**src/rtl/addsub_inverse.sv**
```systemverilog
`default_nettype none
// ============================================================================
// addsub_inverse : two-stage ready/valid pipeline recovering a from y = a +/- b
// Revision 1.0
// ============================================================================
module addsub_inverse #(
  parameter int WIDTH = 4,
  parameter int CNT_W = 8
) (
  input  logic             clk_i,
  input  logic             rst_ni,
  input  logic             in_valid_i,
  output logic             in_ready_o,
  input  logic [WIDTH-1:0] y_i,
  input  logic [WIDTH-1:0] b_i,
  input  logic             sel_i,
  output logic             out_valid_o,
  input  logic             out_ready_i,
  output logic [WIDTH-1:0] a_o,
  output logic [CNT_W-1:0] txn_cnt_o
);

  logic             s1_valid;
  logic [WIDTH-1:0] s1_y;
  logic [WIDTH-1:0] s1_b;
  logic             s1_sel;
  logic             s2_valid;
  logic [WIDTH-1:0] s2_a;
  logic [CNT_W-1:0] txn_cnt;

  logic             s2_adv;
  logic             s1_adv;
  logic             out_hs;
  logic [WIDTH-1:0] a_next;

  // Each stage loads whenever it is empty or its contents move on this edge.
  assign s2_adv = !s2_valid || out_ready_i;
  assign s1_adv = !s1_valid || s2_adv;
  assign out_hs = s2_valid && out_ready_i;

  // Inverse of the forward op; carry/borrow drop out through the WIDTH-bit result.
  assign a_next = s1_sel ? (s1_y - s1_b) : (s1_y + s1_b);

  always_ff @(posedge clk_i or negedge rst_ni) begin
    if (!rst_ni) begin
      s1_valid <= 1'b0;
      s1_y     <= '0;
      s1_b     <= '0;
      s1_sel   <= 1'b0;
    end else if (s1_adv) begin
      s1_valid <= in_valid_i;
      if (in_valid_i) begin
        s1_y   <= y_i;
        s1_b   <= b_i;
        s1_sel <= sel_i;
      end
    end
  end

  always_ff @(posedge clk_i or negedge rst_ni) begin
    if (!rst_ni) begin
      s2_valid <= 1'b0;
      s2_a     <= '0;
    end else if (s2_adv) begin
      s2_valid <= s1_valid;
      if (s1_valid) begin
        s2_a <= a_next;
      end
    end
  end

  always_ff @(posedge clk_i or negedge rst_ni) begin
    if (!rst_ni) begin
      txn_cnt <= '0;
    end else if (out_hs) begin
      txn_cnt <= txn_cnt + CNT_W'(1);
    end
  end

  assign in_ready_o  = s1_adv;
  assign out_valid_o = s2_valid;
  assign a_o         = s2_a;
  assign txn_cnt_o   = txn_cnt;

endmodule
`default_nettype wire

```
**config.mk**
```make
export PLATFORM = sky130hd
export DESIGN_NAME = addsub_inverse
export DESIGN_NICKNAME = d
export VERILOG_FILES = /design/src/rtl/addsub_inverse.sv
export SDC_FILE = /design/constraint.sdc
export NUM_CORES = 1
export LEC_CHECK = 0
export ABC_AREA = 1
export CAP_MARGIN = 20
export CORE_MARGIN = 8
export CORE_UTILIZATION = 52
export DETAILED_ROUTE_END_ITERATION = 8
export GPL_TIMING_DRIVEN = 0
export PLACE_DENSITY = 0.83
export SLEW_MARGIN = 20
export SYNTH_ARGS = -nofsm -noshare
export SYNTH_HDL_FRONTEND = slang
export SYNTH_SLANG_ARGS = --single-unit
```
**constraint.sdc**
```tcl
create_clock -name clk_i -period 3.5 [get_ports clk_i]
set_input_delay 0.525 -clock clk_i [delete_from_list [all_inputs] [get_ports clk_i]]
set_output_delay 0.525 -clock clk_i [all_outputs]
set_load 0.02 [all_outputs]
```
==> impl_metrics.env <==
export IMPL_worst_slew_pin_slew_ns=0.4904
export IMPL_route_detailed_wl_per_inst_um=11.31
export IMPL_ys_top_cells_by_count="25 x nand2_1, 23 x dfrtp_1, 20 x inv_1"
export IMPL_max_stage_delay_ns=0.60
export IMPL_cts_made_buffers=3
export IMPL_drc=0
export IMPL_gp_congestion=0.7948
export IMPL_slew_viol_final=0
export IMPL_drt_total_wl_um=2036
export IMPL_cts_resized=0
export IMPL_slew_headroom_pct=67.31
export IMPL_drive_gt1_share_pct=9.868
export IMPL_crit_fanout=3
export IMPL_place_ws_ns=1.199
export IMPL_fillers=181
export IMPL_grt_usage_pct=11.32
export IMPL_synth_warnings=0
export IMPL_synth_edff_count=0
export IMPL_cellPowerDensity_nw_per_um2=637.8
export IMPL_num_vias=879
export IMPL_path_clk_slew_ns=0.12
export IMPL_fin_crit_ns=2.297
export IMPL_synth_area_leaders="dfrtp_1 51%, nand2_1 8.3%, inv_1 6.6%"
export IMPL_rrSetupSlack_ns=1.47
export IMPL_postCtsSetupBuffers=0
export IMPL_cts_tree="built"
export IMPL_dieArea_um2=3920
export IMPL_yosysUniqueCellTypes=19
export IMPL_crit_top_cell="clkdlybuf4s50_1"
export IMPL_io_pins=27
export IMPL_crit_start="out_ready_i"
export IMPL_netlist_instances=122
export IMPL_slowest_stage="clkdlybuf4s50_1"
export IMPL_ir_worst_vdd_uv=337.5
export IMPL_place_hpwl_um=1675
export IMPL_grt_pass1_vias=897
export IMPL_syn_avg_cell_area_um2=9.261
export IMPL_dr_pass1_iters=3
export IMPL_r2r_end="a_o[3]"
export IMPL_crit_type="input pin to primary output"
export IMPL_nets=172
export IMPL_grt_pass1_wl_um=3732
export IMPL_setup_viol=0
export IMPL_synth_top_area_share_pct=50.94
export IMPL_hold_buffers=0
export IMPL_path_cells="clkdlybuf4s50_1, inv_1, nand3_2, clkdlybuf4s50_1"
export IMPL_first_iter_violations=16
export IMPL_synth_top_area_cell="dfrtp_1"
export IMPL_final_hold_viol_count=0
export IMPL_antenna_cells=0
export IMPL_leakage_nw=0.7269
export IMPL_port_buffers=26
export IMPL_synthesis_area_um2=1130
export IMPL_rows=17
export IMPL_antenna_left=0
export IMPL_layout_setup_ws_ns=1.203
export IMPL_required_ns=2.97
export IMPL_rr_startpoint="s1_b[1]"
export IMPL_holdCritPathClass="input pin to async pin"
export IMPL_drv_cap=0
export IMPL_fmax_ghz=0.4353
export IMPL_finalPower_uw=922.5
export IMPL_timing_final_crit_share_pct=65.63
export IMPL_clock_path_buffers=2
export IMPL_cp_endpoint="in_ready_o"
export IMPL_arrival_ns=1.77
export IMPL_yosysMostFrequentCell="nand2_1"
export IMPL_status="finished clean"
export IMPL_reg2reg_depth=11
export IMPL_cp_end_kind="primary output"
export IMPL_critPathLaunchType="input pin"
export IMPL_grt_start_max_net_pins=24
export IMPL_ctsHtreeMaxLevel=1
export IMPL_via_per_inst=4.883
export IMPL_synth_flop_cell="dfrtp_1"
export IMPL_syn_nets=141
export IMPL_rsz0062_at_grt="no"
export IMPL_gr_total_overflow=0
export IMPL_final_util_pct=68.00
export IMPL_async_flop_share_pct=100.0
export IMPL_tns_ns=0
export IMPL_cts_sinks=23
export IMPL_syn2layout_area_growth_pct=28.02
export IMPL_antenna_found_initial=0
export IMPL_cts_root_buf="clkbuf_4"
export IMPL_coreArea_um2=2127
export IMPL_ys_seq_elements=23
export IMPL_finClkSkew_ns=0.002536
export IMPL_die_y_um=62.61
export IMPL_clock_latency_ns=0.30
export IMPL_seq_area_frac_synth_pct=50.94
export IMPL_start_util_pct=53.12
export IMPL_die_width_um=62.61
==> how the worst min path moves through the flow <==
| stage | start | endpoint | slack (ns) |
|---|---|---|---|
| after floorplan | rst_ni | a_o[0] | 0.23 |
| after global placement | a_o[2] | a_o[2] | 0.47 |
| after detailed placement | a_o[2] | a_o[2] | 0.48 |
| after CTS | a_o[2] | a_o[2] | 0.51 |
| after global routing | rst_ni | txn_cnt_o[7] | 0.18 |
| final | rst_ni | txn_cnt_o[7] | 0.16 |
==> power by group <==
group | switching, mW | internal [mW]
registers | 0.0620 | 0.338
clock network | 0.0773 | 0.0444
logic | 0.216 | 0.185
total | 0.355 | 0.567
==> cell usage in the layout, fill, tap and decap left out <==
cell type / instances
nand2_1: 25
clkdlybuf4s50_1: 25
dfrtp_1: 23
inv_1: 20
nor2_1: 9
a21oi_1: 8
o21ai_0: 5
xor2_1: 5
ha_1: 5
nand2_2: 4
nand3_1: 4
clkbuf_4: 3
xnor2_1: 2
nor2_2: 2
a31oi_1: 2
mux2_2: 2
nand4_1: 2
nand3_2: 1
nor3_4: 1
buf_6: 1
fa_1: 1
clkbuf_1: 1
buf_2: 1
==> sequential cells by signal (all words and copies together), names as in the netlist <==
register     flops
s1_sel           1
out_valid_o      1
a_o              4
s1_b             4
txn_cnt_o        8
s1_valid         1
s1_y             4
==> final cells by class <==
| class | count | area, um2 | share of cell area (%) |
|---|---|---|---|
| timing repair buffer | 26 | 255.2 | 17.65 |
| clock buffer | 4 | 26.28 | 1.817 |
| multi-input combinational | 78 | 467.9 | 32.35 |
| buffer | 1 | 11.26 | 0.7785 |
| inverter | 20 | 75.07 | 5.190 |
| sequential | 23 | 575.6 | 39.79 |
| tap | 28 | 35.03 | 2.422 |
==> per-layer routing <==
metal  routed length (um)  global-route usage, %  part of all wire (%)
met5                    0                      0                     0
met1                  852                  12.12                    42
met3                  138                  4.301                   6.8
met4                    0                  3.419                     0
met2                 1045                  20.05                    51
==> critical path, delay by kind of cell <==
family | cells | cell delay, ns
buffers and inverters | 3 | 1.16
AND/OR/NAND/NOR | 1 | 0.08
==> metrics by stage <==
step | instance area (um2) | cells | hold slack, ns
after floorplan | 1130 | 122 | 0.2294
after CTS | 1451 | 180 | 0.5075
after global placement | 1425 | 176 | 0.4671
final | 1446 | 180 | 0.1601
after detailed placement | 1425 | 176 | 0.4775
after global routing | 1446 | 180 | 0.1833
==> cell families after synthesis <==
logic type               after synthesis  synth area share, %
multiplexers                           2                1.993
adder cells (fa/ha/maj)                6                7.309
buffers and inverters                 21                7.641
AO/OA/AOI/OAI                         15                6.866
flip-flops                            23                50.94
XOR/XNOR                               7                5.426
AND/OR/NAND/NOR                       48                19.82
Note: power is estimated with default switching activity, not from simulation.
